**src/rtl/cont_pkg.sv**
```systemverilog
// cont_pkg: shared state encoding, counter mode constants and default widths for cont_arbiter
package cont_pkg;
  localparam int DW = 4;
  localparam int CW = 4;
  typedef enum logic [1:0] {
    IDLE = 2'd0,
    RUN  = 2'd1,
    DONE = 2'd2
  } state_t;
  localparam logic [1:0] MODO_UP  = 2'b00;
  localparam logic [1:0] MODO_DN  = 2'b01;
  localparam logic [1:0] MODO_DN3 = 2'b10;
  localparam logic [1:0] MODO_LD  = 2'b11;
endpackage

```
**src/rtl/cont_arbiter_if.sv**
```systemverilog
// cont_arbiter_if: requester, arbiter and shared-counter signal bundle
interface cont_arbiter_if #(parameter int DW = 4, parameter int CW = 4);
  logic [1:0]    req;
  logic [1:0]    req_modo0;
  logic [DW-1:0] req_D0;
  logic [CW-1:0] req_cic0;
  logic [1:0]    req_modo1;
  logic [DW-1:0] req_D1;
  logic [CW-1:0] req_cic1;
  logic [DW-1:0] cnt_Q;
  logic          cnt_RCO;
  logic          cnt_enb;
  logic [1:0]    cnt_modo;
  logic [DW-1:0] cnt_D;
  logic [1:0]    gnt;
  logic          done;
  logic [DW-1:0] res_Q;
  logic          res_rco;
  logic          busy;
  modport master (
    output req, req_modo0, req_D0, req_cic0, req_modo1, req_D1, req_cic1, cnt_Q, cnt_RCO,
    input  cnt_enb, cnt_modo, cnt_D, gnt, done, res_Q, res_rco, busy
  );
  modport slave (
    input  req, req_modo0, req_D0, req_cic0, req_modo1, req_D1, req_cic1, cnt_Q, cnt_RCO,
    output cnt_enb, cnt_modo, cnt_D, gnt, done, res_Q, res_rco, busy
  );
endinterface

```
**src/rtl/cont_arbiter_rr_pick2.sv**
```systemverilog
// rr_pick2: two-way round-robin pick, one-hot winner; on contention the requester not served last wins
module rr_pick2 (
  input  logic [1:0] req,
  input  logic       last,
  output logic [1:0] win
);
  assign win = &req ? (last ? 2'b01 : 2'b10) : req;
endmodule

```
**src/rtl/cont_arbiter.sv**
```systemverilog
// cont_arbiter: round-robin sequencer sharing one mode counter between two requesters (optional RCO_STOP_EN ends a run on the first RCO sample)
module cont_arbiter
  import cont_pkg::*;
#(
  parameter int DW = 4,
  parameter int CW = 4
) (
  input logic clk,
  input logic reset,
  cont_arbiter_if.slave bus
);
  state_t state, state_n;
  logic [1:0] win, gnt_r, modo_r, modo_sel;
  logic [DW-1:0] d_r, d_sel, res_q;
  logic [CW-1:0] cnt_r, cic_sel;
  logic last, acc, res_rco, run, held, stop, start;
  rr_pick2 u_pick (.req(bus.req), .last(last), .win(win));
  assign modo_sel = win[1] ? bus.req_modo1 : bus.req_modo0;
  assign d_sel    = win[1] ? bus.req_D1 : bus.req_D0;
  assign cic_sel  = win[1] ? bus.req_cic1 : bus.req_cic0;
  assign run      = state == RUN;
  assign start    = state == IDLE && |win;
  assign held     = |(bus.req & gnt_r);
`ifdef RCO_STOP_EN
  assign stop = bus.cnt_RCO;
`else
  assign stop = 1'b0;
`endif
  assign bus.cnt_enb  = run;
  assign bus.cnt_modo = run ? modo_r : MODO_UP;
  assign bus.cnt_D    = run ? d_r : '0;
  assign bus.gnt      = gnt_r;
  assign bus.done     = state == DONE;
  assign bus.busy     = state != IDLE;
  assign bus.res_Q    = res_q;
  assign bus.res_rco  = res_rco;
  // next state: grant from IDLE, run down the count (or abort / early stop), DONE always returns to IDLE
  always_comb begin
    state_n = IDLE;
    if (start) state_n = cic_sel == '0 ? DONE : RUN;
    else if (run && held) state_n = (cnt_r == CW'(1) || stop) ? DONE : RUN;
  end
  // state register
  always_ff @(posedge clk) begin
    if (reset) state <= IDLE;
    else state <= state_n;
  end
  // grant, latched request, remaining count, RCO accumulation and results
  always_ff @(posedge clk) begin
    if (reset) begin
      gnt_r   <= '0;
      last    <= 1'b1;
      modo_r  <= MODO_UP;
      d_r     <= '0;
      cnt_r   <= '0;
      acc     <= 1'b0;
      res_q   <= '0;
      res_rco <= 1'b0;
    end else begin
      if (start) begin
        gnt_r  <= win;
        modo_r <= modo_sel;
        d_r    <= d_sel;
        cnt_r  <= cic_sel;
        acc    <= 1'b0;
      end
      if (run) begin
        cnt_r <= cnt_r - 1'b1;
        acc   <= acc | bus.cnt_RCO;
      end
      if (state == DONE) begin
        res_q   <= bus.cnt_Q;
        res_rco <= acc | bus.cnt_RCO;
      end
      if (state != IDLE && state_n == IDLE) begin
        gnt_r <= '0;
        last  <= gnt_r[1];
      end
    end
  end
endmodule

```
**src/flat_wrapper.sv**
```systemverilog
// flat-port wrapper written by rule: the top's interface ports become plain ports
module cont_arbiter_flat import cont_pkg::*;
#(
  parameter int DW = 4,
  parameter int CW = 4
)
  (clk, reset, bus_req, bus_req_modo0, bus_req_D0, bus_req_cic0, bus_req_modo1, bus_req_D1, bus_req_cic1, bus_cnt_Q, bus_cnt_RCO, bus_cnt_enb, bus_cnt_modo, bus_cnt_D, bus_gnt, bus_done, bus_res_Q, bus_res_rco, bus_busy);
  cont_arbiter_if #(.DW(DW), .CW(CW)) bus_i ();
  input logic clk;
  input logic reset;
  input wire logic [$bits(bus_i.req)-1:0] bus_req;
  input wire logic [$bits(bus_i.req_modo0)-1:0] bus_req_modo0;
  input wire logic [$bits(bus_i.req_D0)-1:0] bus_req_D0;
  input wire logic [$bits(bus_i.req_cic0)-1:0] bus_req_cic0;
  input wire logic [$bits(bus_i.req_modo1)-1:0] bus_req_modo1;
  input wire logic [$bits(bus_i.req_D1)-1:0] bus_req_D1;
  input wire logic [$bits(bus_i.req_cic1)-1:0] bus_req_cic1;
  input wire logic [$bits(bus_i.cnt_Q)-1:0] bus_cnt_Q;
  input wire logic [$bits(bus_i.cnt_RCO)-1:0] bus_cnt_RCO;
  output wire logic [$bits(bus_i.cnt_enb)-1:0] bus_cnt_enb;
  output wire logic [$bits(bus_i.cnt_modo)-1:0] bus_cnt_modo;
  output wire logic [$bits(bus_i.cnt_D)-1:0] bus_cnt_D;
  output wire logic [$bits(bus_i.gnt)-1:0] bus_gnt;
  output wire logic [$bits(bus_i.done)-1:0] bus_done;
  output wire logic [$bits(bus_i.res_Q)-1:0] bus_res_Q;
  output wire logic [$bits(bus_i.res_rco)-1:0] bus_res_rco;
  output wire logic [$bits(bus_i.busy)-1:0] bus_busy;
  assign bus_i.req = bus_req;
  assign bus_i.req_modo0 = bus_req_modo0;
  assign bus_i.req_D0 = bus_req_D0;
  assign bus_i.req_cic0 = bus_req_cic0;
  assign bus_i.req_modo1 = bus_req_modo1;
  assign bus_i.req_D1 = bus_req_D1;
  assign bus_i.req_cic1 = bus_req_cic1;
  assign bus_i.cnt_Q = bus_cnt_Q;
  assign bus_i.cnt_RCO = bus_cnt_RCO;
  assign bus_cnt_enb = bus_i.cnt_enb;
  assign bus_cnt_modo = bus_i.cnt_modo;
  assign bus_cnt_D = bus_i.cnt_D;
  assign bus_gnt = bus_i.gnt;
  assign bus_done = bus_i.done;
  assign bus_res_Q = bus_i.res_Q;
  assign bus_res_rco = bus_i.res_rco;
  assign bus_busy = bus_i.busy;
  cont_arbiter #(.DW(DW), .CW(CW)) u_core (.clk(clk), .reset(reset), .bus(bus_i));
endmodule
```
**config.mk**
```make
export PLATFORM = sky130hd
export DESIGN_NAME = cont_arbiter_flat
export DESIGN_NICKNAME = d
export VERILOG_FILES = /design/src/rtl/cont_pkg.sv /design/src/rtl/cont_arbiter_if.sv /design/src/rtl/cont_arbiter_rr_pick2.sv /design/src/rtl/cont_arbiter.sv /design/src/flat_wrapper.sv
export SDC_FILE = /design/constraint.sdc
export NUM_CORES = 1
export LEC_CHECK = 0
export ABC_AREA = 1
export BUFFER_PORTS_ARGS = -buffer_cell sky130_fd_sc_hd__buf_2
export CORE_AREA = 2 2 43 61
export CTS_CLUSTER_DIAMETER = 30
export CTS_CLUSTER_SIZE = 20
export DETAILED_ROUTE_END_ITERATION = 10
export DIE_AREA = 0 0 45 63
export PLACE_DENSITY = 0.81
export RECOVER_POWER = 100
export SLEW_MARGIN = 15
export SYNTH_ARGS = -nofsm -noshare
export SYNTH_HDL_FRONTEND = slang
export SYNTH_SLANG_ARGS = --single-unit
export TNS_END_PERCENT = 100
```
**constraint.sdc**
```tcl
create_clock -name clk -period 2.23 [get_ports clk]
set_clock_uncertainty 0.05 [all_clocks]
set_input_delay 0.223 -clock clk [delete_from_list [all_inputs] [get_ports clk]]
set_output_delay 0.223 -clock clk [all_outputs]
set_load 0.03 [all_outputs]
```
==> flow_summary.toml <==
[clock_network]
cts_hold_buf = 0
cts_root_buffer = "clkbuf_4"
cts_buffer_depth = 2
cts_tree = "built"
cts_resized = 0
clk_pin_slew_worst_paths_ps = 120
h-tree-depth = 1
clock_latency_ps = 300
post_cts_buffers = 0
clock-sinks = 21
cts-buffers-inserted = 3

[die]
die_area_um2 = 2840
fp.dieW_um = 45
die_h_um = 63
initial_core_util_pct = 48.8
core_um2 = 2310
row_count = 21
ioPinCount = 45

[sta]
fmax_ghz = 0.549
finalHoldViolations = 0
slew_viol_final = 0
post-route-period-util_pct = 81.7
slew-limit-headroom_pct = 58.3
setup_viol = 0
min_period_ps = 1820
worst_slack_ps = 409
rsz0062_at_grt = "no"
setup_tns_ps = 0
tightest_slew_ps = 625

[final_layout]
drive_gt1_share_pct = 20.9
nets = 238
mostFrequentLayoutCell = "nand2_1"
final_cell_mix = "nand2_1 (33), buf_2 (29), nor2_1 (25)"
n_antenna_cell = 0
syn_to_final_growth_pct = 18.0

[setup_path]
crit_top_cell = "inv_1"
cp_slowest_stage_delay_ps = 500
path_cells = "inv_1 -> nand2_1 -> a21oi_2 -> inv_1 -> o21ai_0 -> a21oi_1"
cp_top_family = "compound AO/OA/AOI/OAI gates"
worstPathArrival_ps = 1970
cp_data_required_time_ps = 2370
crit_buf_inv = 2
path_class = "reg2reg"
worstSetupStartpointType = "flip-flop"
critPathSlowestCell = "a21oi_2"
worst_setup_path_end_kind = "flip-flop"
cp_max_fo = 17

[placed_design]
pre_cts_slack_ps = 684
portBuffers = 44
gp_congestion = 0.831
dp_hpwl_um = 2060

[synthesis]
synth_top_cell_by_area = "dfxtp_1"
ys_ff_latch = 21
netlist-cell-type-count = 27
synth_fp_nets = 192
syn-cell-area_um2 = 1130
synth_edf_count = 0
synthCells = 161
ys.flop_type = "dfxtp_1"
ys_seq_area_share_pct = 37.3
async_flop_share_pct = 0
ys_top_cells_by_area = "dfxtp_1 (37%), nand2_1 (10%), nor2_1 (8.3%)"
yosysWarnings = 0
postSynthAreaPerCell_um2 = 7.00
synth_top_area_share_pct = 37.3

[detailed_routing]
ant_nets = 0
vias_per_cell = 4.97
wirelength_um = 2640
vias = 1139
drcViolationCount = 0
first_iter_violations = 11
drt_first_pass_iters = 4
wl_per_cell_um = 11.5

[status]
status = "complete, no violations"

[pwr]
p_int_uw = 611
power.leakage_nw = 0.624
p_seq_share_pct = 46.3
power_density_nw_per_um2 = 740
peakVddDrop_mv = 0.461
power_uw = 985
p_comb_share_pct = 35.2
swShare_pct = 37.9
p_sw_uw = 373
power_frac_clock_pct = 18.4

[flow_run]
cap_violations = 0

[global_route]
gr-total-overflow = 0
grt_max_degree = 18
grt_first_pass_wirelength_um = 4340
grt_usage_pct = 20.0
grt_antenna_before_repair = 0
first_global_vias = 1080

[worst_hold_path]
hold_class = "in2reg"
[path summary, 6_finish.rpt]
| kind | depth (start not counted) | startpoint | slack, ps | endpoint |
|---|---|---|---|---|
| worst max-delay path | 6 | u_core.state[1] | 410 | u_core.cnt_r[2] |
| worst min-delay path | 3 | bus_cnt_Q[3] | 90 | u_core.bus.res_Q[3] |
| worst max register to register | 6 | u_core.state[1] | 410 | u_core.cnt_r[2] |
| worst min register to register | 2 | u_core.d_r[2] | 420 | u_core.d_r[2] |
[stage by stage]
stage | util, % | cell area [um2] | hold slack (ps) | std cells
after floorplan | - | 1130 | 243 | 161
after global placement | 58.4 | 1350 | 397 | 225
final | 57.5 | 1330 | 93.1 | 229
after detailed placement | 58.4 | 1350 | 406 | 225
after global routing | 57.5 | 1330 | 88.9 | 229
after CTS | 59.5 | 1380 | 81.8 | 229
[worst min-delay path: cells and delay by family]
| family | cells | cell delay [ps] |
|---|---|---|
| simple gates | 2 | 110 |
| buf+inv | 1 | 70 |
[cells in the mapped netlist, types with 2 or more instances]
master    count
a31oi_1       3
o21bai_1      6
buf_6         2
nand3_1       7
ha_1          2
o21ai_0      12
or2_2         3
inv_1        21
nor2_1       25
a21oi_1       9
dfxtp_1      21
nand2_1      31
nand2_2       3
inv_2         3
[flip-flops by register name, summed over array words and instances, names as in the netlist]
signal and flops:
u_core.acc 1, u_core.bus.gnt 2, u_core.modo_r 2, u_core.last 1
u_core.bus.res_rco 1, u_core.cnt_r 4, u_core.d_r 4, u_core.state 2
u_core.bus.res_Q 4
[final cells by class]
class                           count  area, um2
Fill cell                         252        982
Multi-Input combinational cell    113        563
Sequential cell                    21        420
Timing Repair Buffer               44        201
Inverter                           24       90.1
Tap cell                           23       28.8
Clock buffer                        4       26.3
[per-layer routing]
metal  up-vias  wire [um]  track usage [%]
met5         -          0                0
met4         0         17             6.62
met3         2        223             2.02
met2        50       1300             36.6
met1       485       1100             22.6
li1        602          -                -
[cell families (layout without fill, tap and decap cells)]
group / count (synthesis) / after routing / synth area share (%)
fa+ha+maj: 2 / 2 / 2.22
flops: 21 / 21 / 37.3
simple gates: 74 / 74 / 29.6
xor+xnor: 1 / 1 / 0.777
buf+inv: 27 / 72 / 10.3
compound gates: 36 / 36 / 19.8
[power groups by stage]
stage | Clock, mW | Sequential, mW | Combinational (mW)
2_1_floorplan | 0 | 0.485 | 0.255
3_3_place_gp | 0 | 0.462 | 0.364
3_5_place_dp | 0 | 0.463 | 0.367
4_1_cts | 0.189 | 0.455 | 0.370
5_1_grt | 0.204 | 0.461 | 0.393
6_report | 0.182 | 0.456 | 0.347
Power figures use the tool's default switching activity.
